$ cat src/rtl/q2_pkg.sv
// Purpose: shared state enum, idle drive value and step-select helper for the q2 stimulus driver.
// Latency: none (declarations only).
// Backpressure: none.
package q2_pkg;

    typedef enum logic [1:0] {
        ST_IDLE  = 2'd0,
        ST_RUN   = 2'd1,
        ST_DRAIN = 2'd2,
        ST_DONE  = 2'd3
    } q2_state_t;

    // Value driven on {A,B} whenever no step is being played.
    localparam logic [1:0] AB_IDLE = 2'b00;

    // Widest step vector the helper accepts; callers size-cast their vector
    // into this width, so DEPTH is limited to 256 steps.
    localparam int STEP_VEC_W = 512;

    // Returns the 2-bit step at index idx (bits [2*idx+1:2*idx]).
    function automatic logic [1:0] step_sel(input logic [STEP_VEC_W-1:0] vec,
                                            input int unsigned           idx);
        logic [STEP_VEC_W-1:0] w_sh;
        w_sh = vec >> (2 * idx);
        return w_sh[1:0];
    endfunction

endpackage

$ cat src/rtl/q2_stim_capture.sv
// Purpose: counts edges after run acceptance and captures {X,Z} SAMPLE_LAT edges after each step into resp.
// Latency: step i captured at accept edge + i + SAMPLE_LAT; o_final is combinational for that final edge.
// Backpressure: none; captures free-run once accepted. Optional compare logic under Q2_STIM_CHECK_EN.
module q2_stim_capture
    import q2_pkg::*;
#(
    parameter  int DEPTH      = 16,
    parameter  int SAMPLE_LAT = 2,
    localparam int LW         = $clog2(DEPTH + 1)
) (
    input  logic                 clk,
    input  logic                 rst_n,
    input  logic                 i_accept,
    input  logic [LW-1:0]        i_len,
    input  logic                 i_x,
    input  logic                 i_z,
`ifdef Q2_STIM_CHECK_EN
    input  logic [2*DEPTH-1:0]   i_expected,
    output logic                 o_mismatch,
    output logic [LW-1:0]        o_err_idx,
`endif
    output logic [2*DEPTH-1:0]   o_resp,
    output logic                 o_final
);

    // Counter must reach DEPTH-1+SAMPLE_LAT, the edge of the last capture.
    localparam int CW = $clog2(DEPTH + SAMPLE_LAT + 1);

    logic               r_active;
    logic [CW-1:0]      r_cnt;
    logic [LW-1:0]      r_len;
    logic [2*DEPTH-1:0] r_resp;

    logic [CW-1:0]      w_edge_n;
    logic [CW-1:0]      w_cap_idx;
    logic               w_cap_vld;
    logic               w_cap_wr;

    // Map the current edge (counted from acceptance) onto the step index it captures.
    always_comb begin
        w_edge_n  = r_cnt + CW'(1);
        w_cap_vld = r_active && (w_edge_n >= CW'(SAMPLE_LAT));
        w_cap_idx = w_edge_n - CW'(SAMPLE_LAT);
        w_cap_wr  = w_cap_vld && (w_cap_idx < CW'(r_len));
        o_final   = w_cap_vld && (w_cap_idx == (CW'(r_len) - CW'(1)));
    end

    // Capture counter and response register; cleared on acceptance, frozen after the final capture.
    always_ff @(posedge clk or negedge rst_n) begin
        if (!rst_n) begin
            r_active <= 1'b0;
            r_cnt    <= '0;
            r_len    <= '0;
            r_resp   <= '0;
        end else if (i_accept) begin
            r_active <= 1'b1;
            r_cnt    <= '0;
            r_len    <= i_len;
            r_resp   <= '0;
        end else if (r_active) begin
            r_cnt <= w_edge_n;
            if (o_final) begin
                r_active <= 1'b0;
            end
            for (int i = 0; i < DEPTH; i++) begin
                if (w_cap_wr && (w_cap_idx == CW'(i))) begin
                    r_resp[2*i +: 2] <= {i_x, i_z};
                end
            end
        end
    end

    assign o_resp = r_resp;

`ifdef Q2_STIM_CHECK_EN
    logic [2*DEPTH-1:0] r_exp;
    logic               r_mismatch;
    logic [LW-1:0]      r_err_idx;
    logic [1:0]         w_exp_step;

    // Expected step for the index being captured this edge.
    always_comb begin
        w_exp_step = step_sel(STEP_VEC_W'(r_exp), 32'(w_cap_idx));
    end

    // Sticky mismatch flag; err_idx keeps the first failing step only.
    always_ff @(posedge clk or negedge rst_n) begin
        if (!rst_n) begin
            r_exp      <= '0;
            r_mismatch <= 1'b0;
            r_err_idx  <= '0;
        end else if (i_accept) begin
            r_exp      <= i_expected;
            r_mismatch <= 1'b0;
            r_err_idx  <= '0;
        end else if (w_cap_wr && ({i_x, i_z} != w_exp_step)) begin
            r_mismatch <= 1'b1;
            if (!r_mismatch) begin
                r_err_idx <= LW'(w_cap_idx);
            end
        end
    end

    assign o_mismatch = r_mismatch;
    assign o_err_idx  = r_err_idx;
`endif

endmodule

$ cat src/rtl/q2_stim_driver.sv
// Purpose: plays a latched A/B step sequence into q2 one step per clock and captures X/Z into resp; optional compare via Q2_STIM_CHECK_EN.
// Latency: done rises len-1+SAMPLE_LAT cycles after the start-accept edge; A/B are registered.
// Backpressure: start is honoured only in IDLE with 1<=len<=DEPTH; otherwise ignored, no queuing.
module q2_stim_driver
    import q2_pkg::*;
#(
    parameter  int DEPTH      = 16,
    parameter  int SAMPLE_LAT = 2,
    localparam int LW         = $clog2(DEPTH + 1)
) (
    input  logic                 clk,
    input  logic                 rst_n,
    input  logic                 start,
    input  logic [LW-1:0]        len,
    input  logic [2*DEPTH-1:0]   pattern,
    output logic                 A,
    output logic                 B,
    input  logic                 X,
    input  logic                 Z,
    output logic                 busy,
    output logic                 done,
`ifdef Q2_STIM_CHECK_EN
    input  logic [2*DEPTH-1:0]   expected,
    output logic                 mismatch,
    output logic [LW-1:0]        err_idx,
`endif
    output logic [2*DEPTH-1:0]   resp
);

    q2_state_t          r_state;
    logic [2*DEPTH-1:0] r_pat;
    logic [LW-1:0]      r_len;
    logic [LW-1:0]      r_step;
    logic               r_a;
    logic               r_b;
    logic               r_busy;
    logic               r_done;

    logic               w_accept;
    logic               w_last_step;
    logic               w_final;

    // Accept decode and end-of-sequence detect for the drive path.
    always_comb begin
        w_accept    = (r_state == ST_IDLE) && start &&
                      (len != '0) && (len <= LW'(DEPTH));
        w_last_step = (r_step == (r_len - LW'(1)));
    end

    // Run FSM with registered A/B, busy and done. The final capture edge wins over
    // the RUN->DRAIN step so SAMPLE_LAT=1 goes straight from RUN to DONE.
    always_ff @(posedge clk or negedge rst_n) begin
        if (!rst_n) begin
            r_state <= ST_IDLE;
            r_pat   <= '0;
            r_len   <= '0;
            r_step  <= '0;
            r_a     <= 1'b0;
            r_b     <= 1'b0;
            r_busy  <= 1'b0;
            r_done  <= 1'b0;
        end else begin
            case (r_state)
                ST_IDLE: begin
                    r_done <= 1'b0;
                    if (w_accept) begin
                        r_pat      <= pattern;
                        r_len      <= len;
                        r_step     <= '0;
                        {r_a, r_b} <= step_sel(STEP_VEC_W'(pattern), 32'd0);
                        r_busy     <= 1'b1;
                        r_state    <= ST_RUN;
                    end
                end
                ST_RUN: begin
                    if (w_final) begin
                        {r_a, r_b} <= AB_IDLE;
                        r_busy     <= 1'b0;
                        r_done     <= 1'b1;
                        r_state    <= ST_DONE;
                    end else if (w_last_step) begin
                        {r_a, r_b} <= AB_IDLE;
                        r_state    <= ST_DRAIN;
                    end else begin
                        r_step     <= r_step + LW'(1);
                        {r_a, r_b} <= step_sel(STEP_VEC_W'(r_pat), 32'(r_step + LW'(1)));
                    end
                end
                ST_DRAIN: begin
                    {r_a, r_b} <= AB_IDLE;
                    if (w_final) begin
                        r_busy  <= 1'b0;
                        r_done  <= 1'b1;
                        r_state <= ST_DONE;
                    end
                end
                ST_DONE: begin
                    r_done  <= 1'b0;
                    r_state <= ST_IDLE;
                end
                default: begin
                    r_state <= ST_IDLE;
                end
            endcase
        end
    end

    assign A    = r_a;
    assign B    = r_b;
    assign busy = r_busy;
    assign done = r_done;

    q2_stim_capture #(
        .DEPTH      (DEPTH),
        .SAMPLE_LAT (SAMPLE_LAT)
    ) u_capture (
        .clk        (clk),
        .rst_n      (rst_n),
        .i_accept   (w_accept),
        .i_len      (len),
        .i_x        (X),
        .i_z        (Z),
`ifdef Q2_STIM_CHECK_EN
        .i_expected (expected),
        .o_mismatch (mismatch),
        .o_err_idx  (err_idx),
`endif
        .o_resp     (resp),
        .o_final    (w_final)
    );

endmodule

$ cat config.mk
export PLATFORM = sky130hd
export DESIGN_NAME = q2_stim_driver
export DESIGN_NICKNAME = d
export VERILOG_FILES = /design/src/rtl/q2_pkg.sv /design/src/rtl/q2_stim_capture.sv /design/src/rtl/q2_stim_driver.sv
export SDC_FILE = /design/constraint.sdc
export NUM_CORES = 1
export LEC_CHECK = 0
export CORE_MARGIN = 4
export CORE_UTILIZATION = 25
export DETAILED_ROUTE_END_ITERATION = 12
export GPL_TIMING_DRIVEN = 0
export SLEW_MARGIN = 20
export SYNTH_ARGS = -nofsm -noshare
export SYNTH_HDL_FRONTEND = slang
export SYNTH_HIERARCHICAL = 1
export SYNTH_SLANG_ARGS = --single-unit
$ cat constraint.sdc
create_clock -name clk -period 4.1 [get_ports clk]
set_input_delay 0.615 -clock clk [delete_from_list [all_inputs] [get_ports clk]]
set_output_delay 0.615 -clock clk [all_outputs]
set_load 0.01 [all_outputs]
==> results of run 1 <==
[how the worst min path moves through the flow]
stage / slack (ns) / start / endpoint / cells after the start
6_report: 0.12 / rst_n / u_capture/o_resp[16] / 1
5_1_grt: 0.14 / rst_n / u_capture/o_resp[16] / 1
4_1_cts: 0.13 / rst_n / u_capture/o_resp[16] / 1
3_5_place_dp: 0.46 / r_pat[20] / r_pat[20] / 2
3_3_place_gp: 0.45 / r_pat[15] / r_pat[15] / 2
2_1_floorplan: 0.32 / rst_n / A / 0
[worst max-delay path, cell delays in order, from the launching register on]
cell and delay, ns:
dfrtp_2 0.49, inv_1 0.10, ha_1 0.39, nor4_2 0.33
a31oi_2 0.11, xnor2_4 0.37, buf_6 0.21, inv_1 0.05
ha_1 0.30, a21oi_1 0.14, nand2_1 0.21, nor4b_1 0.43
and4_4 0.32, mux2i_1 0.22
[kinds of logic (layout without fill, tap and decap cells)]
| logic type | after synthesis | count (layout) | share of synthesized area [%] |
|---|---|---|---|
| compound gates | 51 | 51 | 8.05 |
| mux | 50 | 50 | 11.5 |
| fa+ha+maj | 18 | 18 | 4.38 |
| flops | 89 | 89 | 43.3 |
| simple gates | 223 | 223 | 23.1 |
| xor+xnor | 22 | 22 | 4.77 |
| buf+inv | 53 | 145 | 4.89 |
[routing by layer]
layer	routed length [um]	global-route usage, %
met1	6370	16.8
met2	5300	16.0
met3	405	2.36
met4	332	5.76
met5	0	0
[state kept, by name (all words and copies together), names as in the netlist]
register	flops
u_capture/r_len	5
u_capture/r_cnt	5
r_step	5
u_capture/o_resp	32
busy	1
r_len	5
A	1
u_capture/r_active	1
r_pat	30
B	1
r_state	2
done	1
[per-stage QoR]
stage	worst slack, ns	hold slack (ns)	utilization, %	instances
2_1_floorplan	0.750	0.319	-	506
3_3_place_gp	-1.04	0.452	30.9	853
3_5_place_dp	0.152	0.456	31.0	854
4_1_cts	0.148	0.127	32.5	868
5_1_grt	0.0567	0.142	32.6	868
6_report	0.345	0.124	32.6	868
[final cells by class]
type / count / area (um2)
Timing Repair Buffer: 78 / 800
Buffer: 28 / 155
Fill cell: 2080 / 13600
Multi-Input combinational cell: 364 / 2680
Clock inverter: 2 / 38.8
Inverter: 25 / 96.3
Clock buffer: 12 / 256
Sequential cell: 89 / 2230
Tap cell: 270 / 338
[cells in the final DEF (no fill, tap or decap), types with 4 or more instances in the layout]
cell / instances
nand2_1: 107
dfrtp_1: 88
clkdlybuf4s50_1: 76
mux2i_1: 39
nand2b_1: 36
inv_1: 23
ha_1: 18
nor2_1: 16
clkbuf_1: 15
xnor2_1: 11
nand4_1: 11
o21ai_0: 9
clkbuf_16: 9
buf_2: 7
xor2_1: 7
nor3_1: 7
a21oi_1: 7
nor2b_1: 5
buf_6: 5
nand4_2: 5
a31oi_1: 4
nand3_1: 4
[Yosys cell counts, types with 3 or more instances]
cell type	instances	area share, %
a31oi_1	4	0.49
nor3_1	7	0.68
mux4_2	3	1.3
nor4b_1	4	0.68
o21ai_0	9	0.88
nand3_1	4	0.39
nand2b_1	36	4.4
a211oi_1	3	0.44
dfrtp_1	89	43
o21ai_1	3	0.29
nor2b_1	5	0.61
mux2_2	3	0.66
buf_6	4	0.88
nand3b_1	3	0.44
buf_2	7	0.68
ha_1	18	4.4
buf_4	3	0.44
xnor2_1	11	1.9
a21oi_1	7	0.68
nand2_1	107	7.8
clkbuf_1	14	1.0
nor2_1	16	1.2
mux4_1	3	1.5
inv_1	23	1.7
nand4_2	5	1.2
mux2i_1	39	7.6
nand4_1	11	1.3
xor2_1	7	1.2
[power groups by stage]
stage / Sequential, W / Combinational (W) / Clock [W]
2_1_floorplan: 0.000923 / 0.0000213 / 0
3_3_place_gp: 0.000918 / 0.000124 / 0
3_5_place_dp: 0.000918 / 0.000129 / 0
4_1_cts: 0.000902 / 0.000130 / 0.000863
5_1_grt: 0.000902 / 0.000138 / 0.000899
6_report: 0.000902 / 0.000126 / 0.000834
[timing repair]
item,4_1_cts,5_1_grt
endpoints found under the hold margin,0,0
setup endpoints to repair,0,10
resized for setup,0,3
==> run metrics, run 1 <==
CP Capture Type flip-flop; H-tree levels 3; WL per Instance ~14 um; effective utilization at floorplan between 20% and 30%; routability cong. 0.776; CTS root buf clkbuf_16; clk buf depth 2; Initial DRC Count 150; FFs w/ async S/R, synth 100%; IO Pins 78; most common flop cell mapped by yosys dfrtp_1; postcts setup bufs 0; Int Pwr between 0.001 and 0.0015 W; Max Fclk 0.266 GHz; Reg clk slew, reported paths roughly 0.060 ns; Cell Area, Synth around 5000 um2; Net Sw Frac 21.3%; status completed; Clock Sink Count between 80 and 90; die width about 150 um; WL final 12400 um; row cnt 52; R2R Path End u_capture/o_resp[28]; Comb pwr share 6.7%; Final Skew 0.00720 ns; crit path to u_capture/o_resp[28]; post-DP HPWL 9350 um; Fin. Hold Viols 0; Layout Nets 655; largest net degree at the start of global routing 65; max_slew headroom 66.7%; worst r2r src u_capture/r_cnt[0]; Seq/Total Area, Yosys 43.3%; crit start category flip-flop; routed vias 3822; Critical Path RT ~4.4 ns; Psw 0.000397 W; Syn Inst Count 506; crit path time final 3.76 ns; syn avg cell area approximately 10 um2; design area 6590 um2; Die ar. 22900 um2; Area after DPL 6280 um2; initial antenna violation count 0; chip height 151 um; Clock Latency Late Sink 0.35 ns; maximum fanout along the worst path 10; Final ANT Viol Nets 0; Detailed Routing Iterations Pass 1 4; Port Buffers 77; EDFF count, synth 0; register share of total power between 40% and 50%; Slew @ Worst Pin 0.500 ns; GRT overflow 0; first-pass GRT wire length 20600 um; syn_nets around 570; total of max-cap violations 0; Distinct cells, synth 73; Layout area overhead 28.1%; Final Max Slew Viols 0; Final TNS setup 0 ns; FF-to-FF setup slack 0.34 ns; Pwr per Cell Area 282 nW/um2; ANT cells 0; DRC violations left 0; drt via density 4.40; Worst Hold Class in -> async; Synth Warn # 6; RSZ-0062 raised after global routing no; Tot Pwr 0.00186 W; flops & latches, synth 89; # setup viols final 0; TritonCTS Buffers 9; vias in the first global route 3841; layout cells sized above 1 between 10% and 20%; core area ~20000 um2; Clk network pwr share 44.8%; WP data arrival 4.02 ns; fraction of the cycle the final worst path needs 91.6%; R2R cell count 13; clock tree from TritonCTS yes; Total GRT Usage a little under an eighth; CP Class reg -> reg; crit path launch u_capture/r_cnt[0]; Peak VDD IR 179 uV; P_leak 3.15 nW; # hold bufs at CTS 0
No activity file was read; power rests on OpenSTA's default activity.
==> run 2, diff against run 1 <==
--- a/config.mk
+++ b/config.mk
@@ -5,6 +5,7 @@
 export SDC_FILE = /design/constraint.sdc
 export NUM_CORES = 1
 export LEC_CHECK = 0
+export CORE_ASPECT_RATIO = 1.25
 export CORE_MARGIN = 4
 export CORE_UTILIZATION = 25
 export DETAILED_ROUTE_END_ITERATION = 12
==> run metrics, run 2 (synthesis gave the netlist of run 1 again) <==
row cnt 58; Die ar. 22900 um2; register share of total power 49.2%; core area 20200 um2; clk buf depth 2; Reg clk slew, reported paths 0.07 ns; Clock Latency Late Sink 0.35 ns; clock tree from TritonCTS yes; routed vias 3811; Pwr per Cell Area 278 nW/um2; layout cells sized above 1 11.7%; largest net degree at the start of global routing 74; postcts setup bufs 0; first-pass GRT wire length 20200 um; Layout Nets between 600 and 700; Net Sw Frac 23.5%; chip height 168 um; crit start category flip-flop; Final Skew 0.0145 ns; routability cong. 0.792; final non-filler cell total 870; H-tree levels 3; Detailed Routing Iterations Pass 1 4; Comb pwr share 6.8%; initial antenna violation count 0; Psw 0.000430 W; Port Buffers between 70 and 80; fill count between 2000 and 2500; P_leak 3.15 nW; post-DP HPWL 9150 um; RSZ-0062 raised after global routing yes; total of max-cap violations 0; Worst Hold Class in -> async; # hold bufs at CTS 0; WL final 12200 um; fraction of the cycle the final worst path needs a little over nine tenths; GRT overflow 0; crit path time final around 3.9 ns; most common cell after layout, fill and taps aside nand2_1; commonest non-fill, non-tap cells in the layout nand2_1, dfrtp_1, clkdlybuf4s50_1; ANT cells 0; WL per Instance 14.0 um; Peak VDD IR 143 uV; effective utilization at floorplan 25.5%; Initial DRC Count 144; WP data arrival 4.14 ns; Fin. Hold Viols 0; Final ANT Viol Nets 0; Int Pwr 0.00140 W; CTS root buf clkbuf_16; max_slew headroom 65.7%; IO Pins 78; placed cell count between 800 and 900; Layout area overhead 28.0%; maximum fanout along the worst path 10; Clk network pwr share 43.9%; CP Capture Type flip-flop; Area after DPL between 6000 and 7000 um2; vias in the first global route 3871; drt via density around 4.4; Max Fclk 0.258 GHz; post-cts repair resize count 0; CP Class reg -> reg; Clock Sink Count 89; TritonCTS Buffers 9; max reg flops 32; design area 6580 um2; DRC violations left 0; die width roughly 140 um; Slew @ Worst Pin 0.507 ns; Final Max Slew Viols 0; Total GRT Usage between 10% and 20%; # setup viols final 0; status completed; Critical Path RT 4.36 ns
[run 2: cell count changes in the layout (fill, tap and decap cells not counted), sizes merged]
cell,delta
bufinv,-1
clkbuf,-2
clkinv,+3
inv,+2
[run 2: worst paths after layout]
check,startpoint,slack (ns),end,cells past startpoint
min in group clk,r_pat[12],0.47,r_pat[12],2
min reg2reg,r_pat[12],0.47,r_pat[12],2
max,u_capture/r_cnt[0],0.22,u_capture/o_resp[29],13
max reg2reg,u_capture/r_cnt[0],0.22,u_capture/o_resp[29],13
max in group asynchronous,rst_n,3.37,B,2
min,rst_n,0.09,u_capture/o_resp[19],1
[run 2: worst max-delay path: stages (launching register included)]
cell,delay [ns]
dfrtp_1,0.58
inv_1,0.12
ha_1,0.40
nor4_2,0.32
a31oi_2,0.11
xnor2_4,0.36
buf_6,0.21
inv_1,0.06
ha_1,0.30
a21oi_1,0.13
nand2_1,0.20
nor4b_1,0.50
and4_4,0.32
mux2i_1,0.19
[run 2: cell type report]
class / count / area, um2 / share of cell area (%)
clock inverter: 6 / 48.8 / 0.742
tap: 270 / 338 / 5.13
timing repair buffer: 78 / 800 / 12.2
clock buffer: 10 / 239 / 3.63
multi-input combinational: 364 / 2680 / 40.7
buffer: 28 / 155 / 2.36
inverter: 25 / 96.3 / 1.46
sequential: 89 / 2230 / 33.8
[run 2: power groups by stage]
stage | sequential, W | combinational, W | clock (W)
finish | 0.000900 | 0.000125 | 0.000803
global route | 0.000902 | 0.000136 | 0.000869
floorplan | 0.000923 | 0.0000213 | 0
detailed placement | 0.000918 | 0.000128 | 0
CTS | 0.000901 | 0.000128 | 0.000830
global placement | 0.000918 | 0.000123 | 0
[run 2: through the flow]
| stage | hold WS, ns | utilization, % | setup slack [ns] | total power, W | TNS [ns] |
|---|---|---|---|---|---|
| finish | 0.0950 | 32.6 | 0.221 | 0.00183 | 0 |
| global route | 0.0918 | 32.6 | -0.0868 | 0.00191 | -0.439 |
| CTS | 0.0894 | 32.6 | 0.122 | 0.00186 | 0 |
| detailed placement | 0.458 | 31.1 | 0.147 | 0.00105 | 0 |
| global placement | 0.454 | 31.0 | -1.08 | 0.00104 | -95.82 |
| floorplan | 0.319 | - | 0.750 | 0.000944 | 0 |
[run 2: metal layers]
layer / global-route usage, % / up-vias / share of wire (%)
li1: - / 1904 / -
met1: 13.5 / 1842 / 44
met2: 19.1 / 53 / 51
met3: 2.09 / 12 / 3.1
met4: 3.51 / 0 / 1.4
met5: 0 / - / 0
==> run 3, diff against run 2 <==
--- a/config.mk
+++ b/config.mk
@@ -6,7 +6,7 @@
 export NUM_CORES = 1
 export LEC_CHECK = 0
 export CORE_ASPECT_RATIO = 1.25
-export CORE_MARGIN = 4
+export CORE_MARGIN = 2
 export CORE_UTILIZATION = 25
 export DETAILED_ROUTE_END_ITERATION = 12
 export GPL_TIMING_DRIVEN = 0
==> run metrics, run 3 (synthesis gave the netlist of run 1 again) <==
status completed; Total GRT Usage 11.5%; Port Buffers just under 80; WL final around 12000 um; row cnt 58; Layout Nets 655; worst path cell trace inv_1 > ha_1 > nor4_2 > a31oi_2 > xnor2_4 > buf_6 > inv_1 > ha_1 > a21oi_1 > nand2_1 > nor4b_2 > nand4_1 > mux2i_1; GRT overflow 0; Detailed Routing Iterations Pass 1 6; Tot Pwr 0.00191 W; Final ANT Viol Nets 0; Pwr per Cell Area 288 nW/um2; Peak VDD IR 231 uV; P_leak 3.17 nW; Final Skew 0.0117 ns; WL per Instance between 10 and 15 um; Slew @ Worst Pin 0.533 ns; # setup viols final 0; CP max stage delay 0.52 ns; drt via density 4.38; ANT cells 0; largest delay contributor family on the critical path simple AND/OR/NAND/NOR gates; max_slew headroom 64.4%; vias in the first global route 3765; largest net degree at the start of global routing 70; die width 132 um; H-tree levels 3; Max Fclk 0.265 GHz; Clock Sink Count between 80 and 90; clk buf depth 2; IO Pins 78; commonest non-fill, non-tap cells in the layout nand2_1, dfrtp_1, clkdlybuf4s50_1; fraction of the cycle the final worst path needs 92.0%; routability cong. 0.788; Die ar. about 22000 um2; total of max-cap violations 0; postcts setup bufs 0; max reg flops 32; critical path buffer and inverter count 3; TritonCTS Buffers 9; Initial DRC Count 154; initial antenna violation count 0; effective utilization at floorplan 25.5%; Layout area overhead 28.7%; CTS root buf clkbuf_16; design area 6620 um2; CP Class reg -> reg; Area after DPL 6280 um2; core area a little over 20000 um2; Final Max Slew Viols 0; chip height 164 um; worst hold margin 0.107 ns; Fin. Hold Viols 0; CP max-delay cell dfrtp_1; crit path time final 3.77 ns; post-DP HPWL 8920 um; routed vias 3814; first-pass GRT wire length 19900 um; Clock Latency Late Sink 0.35 ns; RSZ-0062 raised after global routing no; clock tree from TritonCTS yes; Reg clk slew, reported paths 0.08 ns; DRC violations left 0; crit start category flip-flop; Worst Hold Class in -> async; maximum fanout along the worst path 10; Critical Path RT between 4 and 5 ns; layout cells sized above 1 12.2%; most common cell after layout, fill and taps aside nand2_1; CP Capture Type flip-flop; WP data arrival 3.98 ns
## run 3: cell types whose count changed in the layout (fill, tap and decap cells not counted), sizes merged
| cell | before | now |
|---|---|---|
| bufinv | 0 | 1 |
| clkbuf | 24 | 23 |
| clkinv | 4 | 2 |
| inv | 27 | 29 |
## run 3: cell type report
| cell class | instances | area (um2) |
|---|---|---|
| timing repair buffer | 78 | 800 |
| clock inverter | 7 | 86.3 |
| sequential | 89 | 2230 |
| tap | 270 | 338 |
| clock buffer | 9 | 225 |
| buffer | 28 | 155 |
| fill | 2130 | 13600 |
| multi-input combinational | 364 | 2690 |
| inverter | 25 | 96.3 |
## run 3: metal layers
layer	wire length, um	track usage, %	share of wire (%)	vias up
met2	6080	19.5	50	54
met5	0	0	0	-
li1	-	-	-	1913
met4	211	4.25	1.7	0
met1	5640	14.8	46	1834
met3	299	1.94	2.4	13
## run 3: path summary, 6_finish.rpt
path	cells past startpoint	from	slack, ns	to
worst min register to register	2	r_pat[18]	0.47	r_pat[18]
min in group clk	2	r_pat[18]	0.47	r_pat[18]
max in group asynchronous	2	rst_n	3.34	u_capture/r_cnt[0]
worst max register to register	13	u_capture/r_cnt[1]	0.33	u_capture/o_resp[24]
worst max-delay path	13	u_capture/r_cnt[1]	0.33	u_capture/o_resp[24]
worst min-delay path	1	rst_n	0.11	u_capture/o_resp[19]
## run 3: through the flow
| stage | setup TNS [ns] | utilization [%] | cells | setup slack, ns |
|---|---|---|---|---|
| after floorplan | 0 | - | 506 | 0.750 |
| after global placement | -102.37 | 31.0 | 853 | -1.16 |
| after detailed placement | 0 | 31.1 | 854 | 0.172 |
| after CTS | 0 | 32.7 | 870 | 0.0956 |
| after global routing | 0 | 32.8 | 870 | 0.0351 |
| final | 0 | 32.8 | 870 | 0.329 |
## run 3: worst register-to-register path, stage by stage, from the launching register on
cell and delay [ns]:
dfrtp_1 0.52, inv_1 0.11, ha_1 0.40, nor4_2 0.36, a31oi_2 0.12, xnor2_4 0.35, buf_6 0.20, inv_1 0.06
ha_1 0.30, a21oi_1 0.13, nand2_1 0.22, nor4b_2 0.41, nand4_1 0.27, mux2i_1 0.19
## run 3: where the power goes
group / switching, W / internal (W) / total, W
combinational: 0.0000531 / 0.0000721 / 0.000125
sequential: 0.00000890 / 0.000891 / 0.000900
clock: 0.000394 / 0.000488 / 0.000882
## run 3: timing repair
action / CTS / global route
endpoints found under the hold margin: 0 / 0
setup endpoints to repair: 0 / 16
gates resized for setup: 0 / 5
hold buffers: 0 / 0
